`config.mk`:
```
export PLATFORM = sky130hd
export DESIGN_NAME = fetch_sequencer
export DESIGN_NICKNAME = d
export VERILOG_FILES = /design/src/rtl/fetch_sequencer.sv
export SDC_FILE = /design/constraint.sdc
export NUM_CORES = 1
export LEC_CHECK = 0
export ABC_CLOCK_PERIOD_IN_PS = 3100
export BUFFER_PORTS_ARGS = -buffer_cell sky130_fd_sc_hd__buf_2
export CORE_MARGIN = 2
export CORE_UTILIZATION = 52
export DETAILED_ROUTE_END_ITERATION = 7
export HOLD_SLACK_MARGIN = 0.05
export PLACE_DENSITY = 0.83
export SKIP_CTS_REPAIR_TIMING = 1
export SYNTH_ARGS = -nofsm -noshare
export SYNTH_HDL_FRONTEND = slang
export SYNTH_SLANG_ARGS = --single-unit
export TNS_END_PERCENT = 20
```
`constraint.sdc`:
```
create_clock -name clk -period 3.1 [get_ports clk]
set_input_delay 0.62 -clock clk [delete_from_list [all_inputs] [get_ports clk]]
set_output_delay 0.62 -clock clk [all_outputs]
set_load 0.02 [all_outputs]
```
`src/rtl/fetch_sequencer.sv`:
```
// Instruction-fetch sequencer: PC register, imem req/ack handshake,
// held fetch word for decode, delay-slot branch/jump redirect buffer.
module fetch_sequencer #(
  parameter logic [31:0] RESET_PC = 32'h0000_3000
) (
  input  logic        clk,
  input  logic        reset,
  input  logic        stall,
  output logic        imem_req,
  output logic [31:0] imem_addr,
  input  logic        imem_ack,
  input  logic [31:0] imem_rdata,
  input  logic        br_valid,
  input  logic [1:0]  br_op,
  input  logic        br_taken,
  input  logic [31:0] br_pc,
  input  logic [15:0] imm16,
  input  logic [25:0] imm26,
  input  logic [31:0] jr_addr,
  output logic        if_valid,
  output logic [31:0] if_pc,
  output logic [31:0] if_pc4,
  output logic        if_adel,
  output logic [31:0] if_instr
);

  typedef enum logic [1:0] {
    IDLE,
    FETCH,
    VALID
  } state_t;

  state_t      state, state_n;
  logic [31:0] pc, pc_n;
  logic        valid, valid_n;
  logic [31:0] instr, instr_n;
  logic        adel, adel_n;
  logic        pend_valid, pend_n;
  logic [31:0] pend_target, ptgt_n;

  logic        redirect;
  logic [31:0] target;
  logic [31:0] br_seq;
  logic [31:0] br_off;
  logic [31:0] seq_pc;

  assign br_seq = br_pc + 32'd4;
  assign br_off = {{14{imm16[15]}}, imm16, 2'b00};
  assign seq_pc = pc + 32'd4;

  always_comb begin
    redirect = 1'b0;
    target   = 32'd0;
    unique case (br_op)
      2'b01: begin
        redirect = br_valid & br_taken;
        target   = br_seq + br_off;
      end
      2'b10: begin
        redirect = br_valid;
        target   = {br_seq[31:28], imm26, 2'b00};
      end
      2'b11: begin
        redirect = br_valid;
        target   = jr_addr;
      end
      default: begin
        redirect = 1'b0;
        target   = 32'd0;
      end
    endcase
  end

  always_ff @(posedge clk or negedge reset) begin
    if (!reset) begin
      state       <= IDLE;
      pc          <= RESET_PC;
      valid       <= 1'b0;
      instr       <= 32'd0;
      adel        <= 1'b0;
      pend_valid  <= 1'b0;
      pend_target <= 32'd0;
    end else begin
      state       <= state_n;
      pc          <= pc_n;
      valid       <= valid_n;
      instr       <= instr_n;
      adel        <= adel_n;
      pend_valid  <= pend_n;
      pend_target <= ptgt_n;
    end
  end

  always_comb begin
    state_n  = state;
    pc_n     = pc;
    valid_n  = valid;
    instr_n  = instr;
    adel_n   = adel;
    pend_n   = pend_valid;
    ptgt_n   = pend_target;
    imem_req = 1'b0;
    // Newer redirect always overwrites an older buffered one.
    if (redirect) begin
      pend_n = 1'b1;
      ptgt_n = target;
    end
    unique case (state)
      IDLE: state_n = FETCH;
      FETCH: begin
        if (pc[1:0] != 2'b00) begin
          instr_n = 32'd0;
          adel_n  = 1'b1;
          valid_n = 1'b1;
          state_n = VALID;
        end else begin
          imem_req = 1'b1;
          if (imem_ack) begin
            instr_n = imem_rdata;
            valid_n = 1'b1;
            state_n = VALID;
          end
        end
      end
      VALID: begin
        if (!stall) begin
          pc_n    = redirect   ? target      :
                    pend_valid ? pend_target : seq_pc;
          valid_n = 1'b0;
          adel_n  = 1'b0;
          pend_n  = 1'b0;
          state_n = FETCH;
        end
      end
      default: state_n = IDLE;
    endcase
  end

  assign imem_addr = pc;
  assign if_pc     = pc;
  assign if_pc4    = seq_pc;
  assign if_valid  = valid;
  assign if_instr  = instr;
  assign if_adel   = adel;

endmodule

```
======== After elaboration in Yosys (flattened, before gate mapping) ========
Index checks and enable logic that the tools add are counted.
operators by class
  reductions and logical operators ........ 10
  add/subtract/negate cells ............... 3
  multiplexer cells ....................... 21
  eq/ne operators ......................... 8
  bitwise gates (word level) .............. 2
operator list
  kind                   number
  $mux 32                4
  $pmux 32 s3            1
  $add 32x3->32 const B  2
  $add 32x32->32         1
  $mux 1                 9
  $eq 2x2->1 const B     3
  $mux 2                 3
  $pmux 1 s2             3
  $pmux 2 s3             1
  $reduce_and 2->1       3
  $reduce_and 3->1       2
  $reduce_bool 2->1      3
  $eq 2x1->1 const B     2
  $ne 2x2->1 const B     2
  $ne 3x3->1 const B     1
  $logic_not 2->1        1
  $reduce_or 2->1        1
  $and 1x1->1            1
  $not 1->1              1
storage, ports and cells
  bits in registers ....................... 101
  output and inout bits ................... 131

======== Depth between registers and ports, before layout ========
  depth after elaboration ................. 6
  depth in mapped cells ................... 17

======== Least setup slack after synthesis ========
No wires, ideal clock.
  path type ............................... input-to-reg
  start point ............................. in br_pc[2]
  end point ............................... reg pc[28] (netlist: if_pc[28])
  slack ................................... -0.330 ns
  stages on the path ...................... 15
  data arrival time ....................... 3.336 ns
  library setup time ...................... 0.094 ns
  buffers on the path ..................... 0
  cells stage by stage .................... ha_1 -> nand2_1 -> nor3_2 -> and3_1 -> and2_1 -> nand2_1 -> xnor2_1 -> ha_1 -> nand2_1 -> or4_1 -> o21ai_1 -> a211oi_1 -> xnor2_1 -> a21oi_1 -> a211oi_1
between the ends
  word-level cells in the longest chain between the ends .. 4
ends and longest elaborated chain
  what                    RTL line  source
  start: declaration      16        input logic [31:0] br_pc,
  $add 32x3->32 *         47        assign br_seq = br_pc + 32'd4;
  $add 32x32->32          57        target = br_seq + br_off;
  $pmux 32 s3 *           54        unique case (br_op)
  $mux 32 *               127       pc_n = redirect ? target :
  end signal: assignment  85        pc <= pc_n;
  end: declaration        34        logic [31:0] pc, pc_n;
Every way passes the cells marked *; elsewhere a longest branch is shown, timed or not.
A chain may end at the register's enable or synchronous reset.

======== Worst setup path after layout ========
  start point ............................. in br_pc[8]
  end point ............................... reg pc[26] (netlist: if_pc[26])
between the ends
  word-level cells in the longest chain between the ends .. 4
ends and longest elaborated chain
  what            RTL line
  $add 32x3->32   47
  $add 32x32->32  57
  $pmux 32 s3     54
  $mux 32         127
Every way passes these cells.

==> key figures <==
Run status
  • Violated checks: negative setup slack
  • Status: finished, violations left

Pwr
  • Leakage Power: 5.61 nW
  • Sequential share of power: 29.9%
  • Switch Pwr: 3.78 mW
  • Pwr Total: 8.01 mW
  • Combinational share of power: 55.6%
  • Peak supply drop: 366 uV
  • Cell Int Power: 4.23 mW
  • Clock Power Share: 14.5%
  • PwrDens: 708 nW/um^2
  • Sw frac: 47.2%

Final layout
  • Area Growth Syn to Fin: 43.0%
  • Multi-input logic area: 5490 sq um
  • Final nets: 1,458
  • Layout Cells excl Fill: 1,469
  • Finished Cell Area: 11,300 sq um
  • FF/Latch Area: 2530 sq um
  • Ratio of cells with drive above 1 in the final layout: 47.2%
  • Fillers: 1,031
  • Diodes inserted: 0

Yosys
  • Syn. warnings: 0
  • Number of flops mapped to enable cells by yosys: 0
  • Post-Synthesis Net Count: 1,085
  • Register area share after synthesis: 32.0%
  • Cell count after synthesis: 903
  • Top cells by area, synth: dfrtp_1 31%, xnor2_1 6.4%, ha_1 5.5%
  • Synth Area per Inst: 8.77 sq um
  • Area leader, netlist: dfrtp_1
  • Yosys top cell area share: 31.3%
  • Post-synth top cells: 106 x nand2_1, 99 x dfrtp_1, 80 x nor2_1
  • Flops & latches, synth: 101
  • Async set or reset register ratio after synthesis: 100%
  • Synth Cell Area: 7920 sq um
  • Most common cell in the netlist: nand2_1
  • Primary FF master, synth: dfrtp_1
  • Netlist cell types: 76

Clock network
  • H-Tree Depth: 3
  • CTS tree: yes
  • Clk slew on worst S/H paths: 70 ps
  • CTS Buf Count: 9
  • Max Root-Sink Buffers: 2
  • Clk root buf: clkbuf_16
  • Clock Latency Late Sink: 350 ps
  • CTS Sinks: 101

Routing
  • DRT iter0 DRCs: 809
  • Pre-Repair DR Iteration Count: 5
  • Drt total wl: 26,000 microns
  • Final antenna-violating net count: 0
  • Via Count: 8,509
  • DR DRC count: 0
  • Vias/cell: 5.79
  • Mean routed wirelength per cell: 17.7 microns

Die
  • Core area: 15,000 sq um
  • # IOs: 277
  • Die area: 16,200 sq um
  • Num rows: 45
  • Die Ht: 127 microns
  • Initial Util: 52.7%
  • Die Wd: 127 microns

Global routing
  • GR Overflow Total: 0
  • First-pass GRT wire length: 39,600 microns
  • Largest net degree at the start of global routing: 102
  • Vias in the first global route: 7,985
  • Initial antenna violation count: 0
  • GRT Overall Usage: 30.0%

Setup path
  • Critical Path Start Type: input port
  • Setup Crit Path Kind: in -> reg
  • Setup crit end kind: register
  • CP arrival: 3730 ps
  • Slowest CP cell: ha_2
  • CP cell instances: buf_6, nand4_1, buf_4, nor3_4, and3_4, buf_6, nand3_4, xnor2_2, ha_2, a21o_1, a21oi_2, o21ai_4, nor2b_4, nand2b_4, o311ai_2, o2111a_1, o31ai_1, a21o_1
  • Worst path required time: 3390 ps
  • Crit-path leading delay family: compound AO/OA/AOI/OAI gates
  • Crit path largest cell delay: 320 ps
  • Crit path max fanout: 6
  • Buffers & Inverters on Critical Path: 3

Timing
  • Slew headroom: 51.1%
  • Final period util: 111%
  • Slew at the pin closest to its max-slew limit: 733 ps
  • Min cycle time layout: 3440 ps
  • Clock skew: 11.4 ps
  • Setup-failing EPs final: 27
  • Max Clock Freq: 291 MHz
  • Max-slew violation count: 0
  • RSZ-0062 raised after global routing: true
  • Total negative slack: -3200 ps
  • Setup WS post-layout: -341 ps
  • Final-report hold violation count: 0

Placement
  • Port-buffer cells: 276
  • Placed inst area: 10,200 sq um
  • Cells after DPL: 1,437
  • Estimated wirelength of the detail-placed design: 19,500 microns
  • Pre-CTS WS: -735 ps
  • Placer Congestion: 0.943

Job
  • Total of max-cap violations: 0

Hold path
  • Hold Crit Class: in -> async
[sequential cells by signal, summed over array words and instances (netlist names)]
name / flops
state: 2
pend_target: 32
pend_valid: 1
if_adel: 1
if_pc: 32
if_valid: 1
if_instr: 32
[metrics by stage]
stage | util (%) | hold slack (ps)
6_report | 75.3 | 319
5_1_grt | 75.3 | 359
4_1_cts | 69.9 | 349
3_5_place_dp | 67.8 | 467
3_3_place_gp | 67.8 | 455
2_1_floorplan | - | 324
[routing by layer]
metal | track usage (%) | wire [microns]
met5 | 0 | 0
met4 | 7.95 | 528
met3 | 3.27 | 1770
met2 | 51.1 | 13000
met1 | 40.9 | 10800
[worst paths after layout]
path / start / end / slack (ps) / depth (start not counted)
max in group asynchronous: reset / if_pc[13] / 2360 / 2
worst max register to register: if_pc[12] / if_pc[28] / 530 / 9
worst min register to register: pend_target[4] / pend_target[4] / 480 / 1
worst min-delay path: reset / if_instr[11] / 320 / 2
worst max-delay path: br_pc[8] / if_pc[26] / -340 / 18
min in group clk: imem_rdata[16] / if_instr[16] / 480 / 2
[worst reg2reg max path: cells and delay by family (launching register included)]
family / cells / cell delay (ps)
compound gates: 3 / 410
flops: 1 / 620
simple gates: 6 / 1430
[cell type report]
cell class / instances / area share, %
clock buffers: 9 / 1.99
repair buffers: 438 / 23.8
multi-input cells: 708 / 48.5
well taps: 188 / 2.08
flip-flops and latches: 101 / 22.4
clock inverters: 7 / 0.719
inverters: 18 / 0.597
[cell families after synthesis]
group                      Yosys count  share of synthesized area [%]
adders and majority gates           36                           5.78
DFF                                101                           32.0
xor gates and xnor gates            79                           8.84
AOI/OAI and AO/OA                  246                           21.0
and+or+nand+nor                    296                           18.6
muxes                               51                           6.91
buffers and inverters               94                           6.84
[cell usage in the layout, fill, tap and decap left out, types with 10 or more instances in the layout]
cell     instances
and3_1          10
o21ai_0         30
dfrtp_1         99
mux2_2          28
buf_4          159
nand3_1         20
mux2i_1         22
a21oi_1         37
ha_1            26
buf_6           11
inv_1           16
xor2_1          17
buf_2          265
nor2_1          73
nand4_1         13
nand2_1         95
a31oi_1         14
o21ai_1         11
a22o_1          33
xnor2_1         48
a21o_1          21
a21oi_2         18
[power groups by stage]
stage	registers [mW]	logic (mW)	clock network, mW
2_1_floorplan	2.78	2.47	0
3_3_place_gp	2.36	4.14	0
3_5_place_dp	2.38	4.21	0
4_1_cts	2.37	4.24	1.16
5_1_grt	2.45	4.76	1.22
6_report	2.39	4.45	1.16
Note: power is estimated with default switching activity, not from simulation.
